$ cat config.mk
export PLATFORM = sky130hd
export DESIGN_NAME = ps2_key_decoder_flat
export DESIGN_NICKNAME = d
export VERILOG_FILES = /design/src/rtl/ps2_key_decoder_pkg.sv /design/src/rtl/ps2_key_decoder_if.sv /design/src/rtl/ps2_key_decoder_line_filter.sv /design/src/rtl/ps2_key_decoder.sv /design/src/flat_wrapper.sv
export SDC_FILE = /design/constraint.sdc
export NUM_CORES = 1
export LEC_CHECK = 0
export CAP_MARGIN = 20
export CORE_MARGIN = 5
export CORE_UTILIZATION = 50
export CTS_BUF_LIST = sky130_fd_sc_hd__clkbuf_8
export DETAILED_ROUTE_END_ITERATION = 10
export PLACE_DENSITY = 0.68
export SYNTH_ARGS = -nofsm -noshare
export SYNTH_HDL_FRONTEND = slang
export SYNTH_SLANG_ARGS = --single-unit
$ cat constraint.sdc
create_clock -name clk -period 2.5 [get_ports clk]
set_clock_uncertainty 0.1 [all_clocks]
set_input_delay 0.5 -clock clk [delete_from_list [all_inputs] [get_ports clk]]
set_output_delay 0.5 -clock clk [all_outputs]
set_load 0.01 [all_outputs]
$ cat src/rtl/ps2_key_decoder_pkg.sv
// Shared types and constants for the PS/2 key decoder.
package ps2_key_decoder_pkg;

    // Frame receiver states
    typedef enum logic [1:0] {
        StIdle,
        StData,
        StParity,
        StStop
    } ps2_state_e;

    // Prefix bytes folded into the next key event
    localparam logic [7:0] PS2_PFX_EXT   = 8'hE0;
    localparam logic [7:0] PS2_PFX_BRK   = 8'hF0;
    localparam logic [7:0] PS2_PFX_PAUSE = 8'hE1;

    // Device responses and error codes, never reported as keys
    localparam logic [7:0] PS2_RSP_ACK    = 8'hFA;
    localparam logic [7:0] PS2_RSP_RESEND = 8'hFE;
    localparam logic [7:0] PS2_RSP_ECHO   = 8'hEE;
    localparam logic [7:0] PS2_RSP_BAT    = 8'hAA;
    localparam logic [7:0] PS2_RSP_ERR0   = 8'h00;
    localparam logic [7:0] PS2_RSP_ERR1   = 8'hFF;

    // ps2_key bit positions
    localparam int unsigned KEY_TGL = 10;
    localparam int unsigned KEY_PRS = 9;
    localparam int unsigned KEY_EXT = 8;

    // Pause sends E1 followed by seven more bytes that carry no key information
    localparam logic [2:0] PAUSE_SKIP = 3'd7;

    function automatic logic is_response(input logic [7:0] code);
        return (code == PS2_RSP_ACK)  || (code == PS2_RSP_RESEND) ||
               (code == PS2_RSP_ECHO) || (code == PS2_RSP_BAT)    ||
               (code == PS2_RSP_ERR0) || (code == PS2_RSP_ERR1);
    endfunction

endpackage

$ cat src/rtl/ps2_key_decoder_if.sv
// PS/2 pin inputs and decoded key outputs bundled for the decoder and its consumer.
interface ps2_key_decoder_if;
    logic        ps2_clk_i;
    logic        ps2_data_i;
    logic [10:0] ps2_key;
    logic        frame_err;

    // Side that drives the PS/2 lines and consumes key events
    modport master (
        output ps2_clk_i,
        output ps2_data_i,
        input  ps2_key,
        input  frame_err
    );

    // Decoder side
    modport slave (
        input  ps2_clk_i,
        input  ps2_data_i,
        output ps2_key,
        output frame_err
    );
endinterface

$ cat src/rtl/ps2_key_decoder_line_filter.sv
// Two-flop synchronizer, FILTER_LEN-sample debounce and falling-edge strobe for one PS/2 line.
module ps2_key_decoder_line_filter #(
    parameter int unsigned FILTER_LEN = 8
) (
    input  logic clk,
    input  logic reset,
    input  logic raw,
    output logic level,
    output logic fe
);

    localparam int unsigned CW = (FILTER_LEN < 2) ? 1 : $clog2(FILTER_LEN + 1);

    logic          sync1_q, sync2_q;
    logic          level_q;
    logic          fe_q;
    logic [CW-1:0] cnt_q;

    // Synchronize, then flip the level only after FILTER_LEN samples disagree in a row
    always_ff @(posedge clk) begin
        if (reset) begin
            sync1_q <= 1'b1;
            sync2_q <= 1'b1;
            level_q <= 1'b1;
            fe_q    <= 1'b0;
            cnt_q   <= '0;
        end else begin
            sync1_q <= raw;
            sync2_q <= sync1_q;
            fe_q    <= 1'b0;
            if (sync2_q == level_q) begin
                cnt_q <= '0;
            end else if (cnt_q == CW'(FILTER_LEN - 1)) begin
                level_q <= sync2_q;
                cnt_q   <= '0;
                fe_q    <= level_q;
            end else begin
                cnt_q <= cnt_q + 1'b1;
            end
        end
    end

    assign level = level_q;
    assign fe    = fe_q;

endmodule

$ cat src/rtl/ps2_key_decoder.sv
// PS/2 keyboard receiver: deframes device-to-host bytes and folds prefixes into ps2_key events.
module ps2_key_decoder
    import ps2_key_decoder_pkg::*;
#(
    parameter int unsigned CLK_FREQ_HZ = 50_000_000,
    parameter int unsigned FILTER_LEN  = 8,
    parameter int unsigned TIMEOUT_US  = 150
) (
    input  logic            clk,
    input  logic            reset,
    ps2_key_decoder_if.slave bus
);

    localparam int unsigned TIMEOUT_CYCLES = CLK_FREQ_HZ / 1_000_000 * TIMEOUT_US;
    localparam int unsigned TMO_W          = $clog2(TIMEOUT_CYCLES + 1);

    logic clk_fe;
    logic clk_level_unused;
    logic data_level;
    logic data_fe_unused;

    ps2_key_decoder_line_filter #(
        .FILTER_LEN (FILTER_LEN)
    ) u_clk_filter (
        .clk   (clk),
        .reset (reset),
        .raw   (bus.ps2_clk_i),
        .level (clk_level_unused),
        .fe    (clk_fe)
    );

    ps2_key_decoder_line_filter #(
        .FILTER_LEN (FILTER_LEN)
    ) u_data_filter (
        .clk   (clk),
        .reset (reset),
        .raw   (bus.ps2_data_i),
        .level (data_level),
        .fe    (data_fe_unused)
    );

    ps2_state_e       state_q;
    logic [2:0]       bit_cnt_q;
    logic [7:0]       shift_q;
    logic             parity_q;
    logic [TMO_W-1:0] tmo_q;
    logic             byte_vld_q;
    logic [7:0]       byte_q;
    logic             ext_q;
    logic             brk_q;
    logic [2:0]       skip_q;
    logic [10:0]      key_q;
    logic             err_q;

    // Frame FSM, inter-edge timeout and byte-level prefix folding
    always_ff @(posedge clk) begin
        if (reset) begin
            state_q    <= StIdle;
            bit_cnt_q  <= '0;
            shift_q    <= '0;
            parity_q   <= 1'b0;
            tmo_q      <= '0;
            byte_vld_q <= 1'b0;
            byte_q     <= '0;
            ext_q      <= 1'b0;
            brk_q      <= 1'b0;
            skip_q     <= '0;
            key_q      <= '0;
            err_q      <= 1'b0;
        end else begin
            err_q      <= 1'b0;
            byte_vld_q <= 1'b0;

            if (clk_fe || (state_q == StIdle)) begin
                tmo_q <= '0;
            end else if (tmo_q != TMO_W'(TIMEOUT_CYCLES)) begin
                tmo_q <= tmo_q + 1'b1;
            end

            // A PS/2 clock edge takes priority over an expiring timeout
            if (clk_fe) begin
                unique case (state_q)
                    StIdle: begin
                        if (!data_level) begin
                            state_q   <= StData;
                            bit_cnt_q <= '0;
                        end
                    end
                    StData: begin
                        shift_q   <= {data_level, shift_q[7:1]};
                        bit_cnt_q <= bit_cnt_q + 1'b1;
                        if (bit_cnt_q == 3'd7) begin
                            state_q <= StParity;
                        end
                    end
                    StParity: begin
                        parity_q <= data_level;
                        state_q  <= StStop;
                    end
                    StStop: begin
                        state_q <= StIdle;
                        if (data_level && (^{shift_q, parity_q})) begin
                            byte_vld_q <= 1'b1;
                            byte_q     <= shift_q;
                        end else begin
                            err_q <= 1'b1;
                            ext_q <= 1'b0;
                            brk_q <= 1'b0;
                        end
                    end
                    default: state_q <= StIdle;
                endcase
            end else if ((state_q != StIdle) && (tmo_q == TMO_W'(TIMEOUT_CYCLES))) begin
                state_q <= StIdle;
                err_q   <= 1'b1;
                ext_q   <= 1'b0;
                brk_q   <= 1'b0;
            end

            if (byte_vld_q) begin
                if (skip_q != '0) begin
                    skip_q <= skip_q - 1'b1;
                end else if (byte_q == PS2_PFX_PAUSE) begin
                    skip_q <= PAUSE_SKIP;
                end else if (byte_q == PS2_PFX_EXT) begin
                    ext_q <= 1'b1;
                end else if (byte_q == PS2_PFX_BRK) begin
                    brk_q <= 1'b1;
                end else if (is_response(byte_q)) begin
                    ext_q <= 1'b0;
                    brk_q <= 1'b0;
                end else begin
                    key_q[KEY_TGL] <= ~key_q[KEY_TGL];
                    key_q[KEY_PRS] <= ~brk_q;
                    key_q[KEY_EXT] <= ext_q;
                    key_q[7:0]     <= byte_q;
                    ext_q          <= 1'b0;
                    brk_q          <= 1'b0;
                end
            end
        end
    end

    assign bus.ps2_key   = key_q;
    assign bus.frame_err = err_q;

endmodule

$ cat src/flat_wrapper.sv
// flat-port wrapper written by rule: the top's interface ports become plain ports
module ps2_key_decoder_flat import ps2_key_decoder_pkg::*;
#(
    parameter int unsigned CLK_FREQ_HZ = 50_000_000,
    parameter int unsigned FILTER_LEN  = 8,
    parameter int unsigned TIMEOUT_US  = 150
)
  (clk, reset, bus_ps2_clk_i, bus_ps2_data_i, bus_ps2_key, bus_frame_err);
  ps2_key_decoder_if bus_i ();
  input  logic clk;
  input  logic reset;
  input wire logic [$bits(bus_i.ps2_clk_i)-1:0] bus_ps2_clk_i;
  input wire logic [$bits(bus_i.ps2_data_i)-1:0] bus_ps2_data_i;
  output wire logic [$bits(bus_i.ps2_key)-1:0] bus_ps2_key;
  output wire logic [$bits(bus_i.frame_err)-1:0] bus_frame_err;
  assign bus_i.ps2_clk_i = bus_ps2_clk_i;
  assign bus_i.ps2_data_i = bus_ps2_data_i;
  assign bus_ps2_key = bus_i.ps2_key;
  assign bus_frame_err = bus_i.frame_err;
  ps2_key_decoder #(.CLK_FREQ_HZ(CLK_FREQ_HZ), .FILTER_LEN(FILTER_LEN), .TIMEOUT_US(TIMEOUT_US)) u_core (.clk(clk), .reset(reset), .bus(bus_i));
endmodule
==> reports/results.tsv, run 1 <==
metric	value	unit
wl_met1	2.504	mm
seq_area_frac_synth	45.00	%
clk_latency	340	ps
nFillCells	518	
grt_pass1_wl	9.632	mm
status	finished, final reports clean	
setup-violations-final	0	
syn_avg_cell_area	9.252	um2
cts_sinks	68	
ios	16	
synth_async_sr_flop_share	0	%
vias_per_cell	5.280	
multiInputGateArea	1534	um2
final_cell_mix	68 x dfxtp_1, 52 x nor2_1, 24 x nand2_1, 19 x nand3_1, 18 x mux2i_1	
p_leak	1.358	nW
path_cells	inv_1 > ha_1 > or4bb_1 > nor3_2 > a32oi_1 > a22o_1	
grt_overflow	0	
yosysWarnings	0	
synth_cells	327	
min_period	1998	ps
crit_start	u_core.tmo_q[0]	
clk_path_buf_depth	2	
rsz0062_at_grt	false	
maxCapViolCount	0	
antenna_left	0	
post-route-util	57.95	%
cts_tree	done	
gp_congestion	0.7923	
dr.pass1.iters	4	
reg2reg_from	u_core.tmo_q[0]	
syn-num-nets	343	
drc	0	
drive_gt1_share	8.092	%
antenna_cells	0	
cts_buffers	9	
yosys_most_used_dff	dfxtp_1	
die-area	7706	um2
synth-seq-cells	68	
hold_viol	0	
tns	0	ps
met2WireLength	2.280	mm
grt_antenna_before_repair	0	
dr_wl_met3	221	um
max_slew_margin	66.81	%
grt_pass1_vias	2132	
r2r_end	u_core.brk_q	
post_cts_buffers	0	
worstPathArrival	2130	ps
worst_setup_path_start_kind	register	
maxSlewViolCount	0	
cts_root_buf	clkbuf_8	
power.density	600.8	nW/um2
grtUsageTotal	15.84	%
crit_required	2640	ps
slowest_stage	or4bb_1	
path_clk_slew	70	ps
area_growth	12.74	%
wirelength	5.119	mm
endpoint	u_core.brk_q	
max_freq	500.5	MHz
die_w	87.79	um
final_common_cell	dfxtp_1	
die_h	87.79	um
synthesis.area	3025	um2
io_buffers	15	
peakVddDrop	0.3264	mV
fin_area	3411	um2
placedCellCount	405	
top_layer_used	met4	
final_cells	421	
cts_max_level	3	
core	5886	um2
synth-edff-count	0	
hpwl	3.528	mm
grt_start_max_net_pins	29	
placed_area	3202	um2
drt-initial-drc-count	76	
worstMarginPinSlew	493.3	ps
final_nets	357	
cp-end-kind	register	
cp_slowest_stage_delay	430	ps
whs	301.7	ps
hold_path.class	register to register	
min_period_over_period	79.91	%
worstPathMaxFanout	6	
seq_area	1361	um2
cts_hold_buf	0	
ctsResizeCount	0	
path_class	register to register	
reg2reg_slack	500	ps
vias	2223	
initial_core_util	51.40	%
floorplan.rows	28	
avgRoutedWirePerCell	12.16	um
synth_cell_type_count	47	
reg2regPathDepth	6	
worst min-delay path by stage:
stage / start / endpoint / slack, ps / depth (start not counted)
2_1_floorplan: u_core.u_clk_filter.sync1_q / u_core.u_clk_filter.sync2_q / 290 / 1
3_3_place_gp: u_core.u_clk_filter.sync1_q / u_core.u_clk_filter.sync2_q / 290 / 1
3_5_place_dp: u_core.u_data_filter.sync1_q / u_core.u_data_filter.sync2_q / 300 / 1
4_1_cts: u_core.u_data_filter.sync1_q / u_core.u_data_filter.sync2_q / 300 / 1
5_1_grt: u_core.u_data_filter.sync1_q / u_core.u_data_filter.sync2_q / 330 / 1
6_report: u_core.u_data_filter.sync1_q / u_core.u_data_filter.sync2_q / 300 / 1
Yosys cell counts, drive strengths merged (5+ instances only):
cell | count | area share (%)
dfxtp | 68 | 45
nor2 | 52 | 6.5
nand2 | 24 | 3.0
mux2i | 19 | 6.7
nand3 | 19 | 3.1
a21oi | 17 | 2.8
ha | 12 | 5.0
inv | 12 | 1.5
xnor2 | 12 | 3.5
clkbuf | 9 | 1.1
nor3 | 9 | 1.7
xor2 | 9 | 2.6
or2 | 6 | 1.2
buf | 5 | 1.4
routing by layer:
| metal | GRT usage (%) | vias up |
|---|---|---|
| met5 | 0 | - |
| met2 | 25.96 | 31 |
| met3 | 4.233 | 9 |
| met4 | 7.531 | 0 |
| met1 | 19.29 | 1035 |
| li1 | - | 1148 |
cells by family (layout without fill, tap and decap cells):
logic type | count (synthesis) | after routing | share of synthesized area, %
xor gates and xnor gates | 24 | 24 | 8.437
adders and majority gates | 12 | 12 | 4.963
AOI/OAI and AO/OA | 35 | 35 | 7.569
and+or+nand+nor | 142 | 142 | 23.04
muxes | 19 | 19 | 6.700
buffers and inverters | 27 | 46 | 4.301
DFF | 68 | 68 | 45.00
critical path, delay by kind of cell, from the launching register on:
kind / cells / cell delay (ps)
AND/OR/NAND/NOR: 2 / 810
AO/OA/AOI/OAI: 2 / 440
flip-flops: 1 / 330
buffers and inverters: 1 / 90
adder cells (fa/ha/maj): 1 / 140
stage by stage:
stage	total power [mW]	setup slack, ps
2_1_floorplan	1.133	633.5
3_3_place_gp	1.138	549.2
3_5_place_dp	1.138	485.9
4_1_cts	2.082	479.7
5_1_grt	2.132	364.3
6_report	2.049	502.2
layout make-up:
type / instances / area share, %
clock buffer: 9 / 3.632
inverter: 12 / 1.321
multi-input combinational: 232 / 44.97
sequential: 68 / 39.91
clock inverter: 7 / 2.494
tap: 75 / 2.751
timing repair buffer: 18 / 4.916
state kept, by name (all words and copies together) (netlist names):
signal / count
u_core.u_clk_filter.sync2_q: 1
u_core.state_q: 2
u_core.u_clk_filter.sync1_q: 1
u_core.bus.ps2_key: 11
u_core.tmo_q: 13
u_core.bus.frame_err: 1
u_core.u_data_filter.sync1_q: 1
u_core.u_data_filter.cnt_q: 4
u_core.parity_q: 1
u_core.byte_vld_q: 1
u_core.u_data_filter.sync2_q: 1
u_core.shift_q: 8
u_core.bit_cnt_q: 3
u_core.brk_q: 1
u_core.u_clk_filter.fe: 1
u_core.ext_q: 1
u_core.u_clk_filter.cnt_q: 4
u_core.skip_q: 3
u_core.u_clk_filter.level: 1
u_core.byte_q: 8
u_core.u_data_filter.level: 1
where the power goes:
group | leakage [nW] | switching (mW) | internal [mW]
Sequential | 0.549 | 0.00188 | 1.09
Combinational | 0.692 | 0.0158 | 0.00826
Clock | 0.117 | 0.386 | 0.551
Total | 1.36 | 0.404 | 1.65
(Power assumes the default switching activity.)
==> run 2, diff against run 1 <==
--- a/config.mk
+++ b/config.mk
@@ -10,7 +10,7 @@
 export CORE_UTILIZATION = 50
 export CTS_BUF_LIST = sky130_fd_sc_hd__clkbuf_8
 export DETAILED_ROUTE_END_ITERATION = 10
-export PLACE_DENSITY = 0.68
+export PLACE_DENSITY = 0.71
 export SYNTH_ARGS = -nofsm -noshare
 export SYNTH_HDL_FRONTEND = slang
 export SYNTH_SLANG_ARGS = --single-unit
==> constraint.sdc (replaced) <==
create_clock -name clk -period 1.7 [get_ports clk]
set_clock_uncertainty 0.1 [all_clocks]
set_input_delay 0.34 -clock clk [delete_from_list [all_inputs] [get_ports clk]]
set_output_delay 0.34 -clock clk [all_outputs]
set_load 0.01 [all_outputs]
==> run 2 against run 1 <==
Net effect:
- the run now ends with negative setup slack left
- power up 45%
- utilization up 8.0 points
- hold slack worse by 16 ps
- via count up 6.5%
- largest cell class unchanged
- critical path type unchanged
- clock power up 43%
- sequential cell count unchanged
==> reports/results.tsv, run 2 (synthesis gave the netlist of run 1 again) <==
metric	value	unit
status	finished, violations left	
violations	negative setup slack	
antenna_cells	0	
cts_sinks	68	
finalPower	2.981	mW
clk_latency	340	ps
floorplan.rows	28	
cts_hold_buf	0	
grtUsageTotal	16.81	%
antenna_left	0	
path_class	register to register	
worstPathMaxFanout	3	
drc	0	
grt_start_max_net_pins	23	
dr_wl_met3	188	um
die_h	87.79	um
peakVddDrop	0.5324	mV
path_clk_slew	70	ps
worstPathArrival	1980	ps
cp-end-kind	register	
maxSlewViolCount	0	
top_register	u_core.tmo_q	
reg2reg_from	u_core.tmo_q[0]	
grt_pass1_wl	10.10	mm
worstMarginPinSlew	359.8	ps
cts_root_buf	clkbuf_8	
clk_path_buf_depth	2	
die_w	87.79	um
post-route-util	65.99	%
cts_max_level	3	
wirelength	5.853	mm
cts_buffers	9	
crit_start	u_core.tmo_q[0]	
max_freq	543.6	MHz
hold_viol	0	
nFillCells	492	
whs	285.7	ps
power.density	767.5	nW/um2
vias	2368	
rsz0062_at_grt	true	
hpwl	3.920	mm
grt_overflow	0	
reg2reg_slack	-140	ps
gp_congestion	0.7829	
maxCapViolCount	0	
dr.pass1.iters	4	
avgRoutedWirePerCell	12.64	um
drive_gt1_share	25.26	%
die-area	7706	um2
setup-violations-final	28	
largest_reg_flops	13	
worst_setup_path_start_kind	register	
vias_per_cell	5.114	
setup_ws	-139.7	ps
met2WireLength	2.846	mm
core	5886	um2
initial_core_util	51.40	%
io_buffers	15	
final_common_cell	dfxtp_1	
hp-start	reset	
grt_antenna_before_repair	0	
p_leak	1.684	nW
min_period_over_period	108.2	%
crit_required	1840	ps
drt-initial-drc-count	115	
area_growth	28.37	%
grt_pass1_vias	2298	
final_cell_mix	61 x dfxtp_1, 51 x nor2_1, 41 x buf_4, 23 x nand2_1, 19 x nand3_1	
max_slew_margin	75.79	%
cts_tree	done	
final_nets	399	
min_period	1840	ps
hold_path.class	input port to register	
wl_met1	2.699	mm
dp_slack	-119.7	ps
top_layer_used	met4	
ios	16	
run 2: cell count changes in the layout (fill, tap and decap cells not counted), sizes merged:
cell	previous run	this run
bufinv	2	1
dlymetal6s2s	0	4
clkinvlp	0	1
buf	4	46
clkdlybuf4s50	14	10
inv	15	13
clkbuf	9	11
run 2: power by group:
group / switching [mW] / internal, mW
Clock: 0.594 / 0.747
Combinational: 0.0237 / 0.0152
Sequential: 0.00295 / 1.60
Total: 0.621 / 2.36
run 2: through the flow:
step | std cells | setup TNS (ps) | instance area, um2
after global placement | 444 | -1251 | 3522
after floorplan | 327 | -1327 | 3048
final | 463 | -2287 | 3884
after global routing | 463 | -4349 | 3884
after CTS | 461 | -1544 | 3797
after detailed placement | 444 | -1537 | 3522
run 2: cell type report:
cell class / count / area, um2 / share of cell area (%)
Sequential cell: 68 / 1370 / 35.28
Tap cell: 75 / 93.84 / 2.416
Clock buffer: 11 / 151.4 / 3.898
Clock inverter: 5 / 51.30 / 1.321
Inverter: 12 / 45.04 / 1.160
Timing Repair Buffer: 60 / 525.5 / 13.53
Multi-Input combinational cell: 232 / 1647 / 42.40
run 2: layer usage:
metal | up-vias | GRT usage (%)
li1 | 1230 | -
met1 | 1094 | 19.42
met2 | 33 | 28.15
met3 | 11 | 3.669
met4 | 0 | 10.60
met5 | - | 0
run 2: repair_timing:
action | CTS | global route
pin swaps | 6 | 3
buffers inserted | 1 | 2
resized for setup | 15 | 20
endpoints found under the hold margin | 0 | 0
endpoints found under the setup margin | 30 | 43
run 2: worst max-delay path, cell delays in order, from the launching register on:
cell and delay [ps]:
dfxtp_2 320, inv_2 50, ha_1 120, or4bb_4 480
nor3_4 250, buf_6 150, a32oi_4 60, a22o_1 200
run 2: final timing paths:
kind / cells after the start / to
worst min-delay path: 2 / u_core.bus.ps2_key[8]
worst max-delay path: 7 / u_core.brk_q
worst min register to register: 1 / u_core.u_clk_filter.sync2_q
worst max register to register: 7 / u_core.brk_q
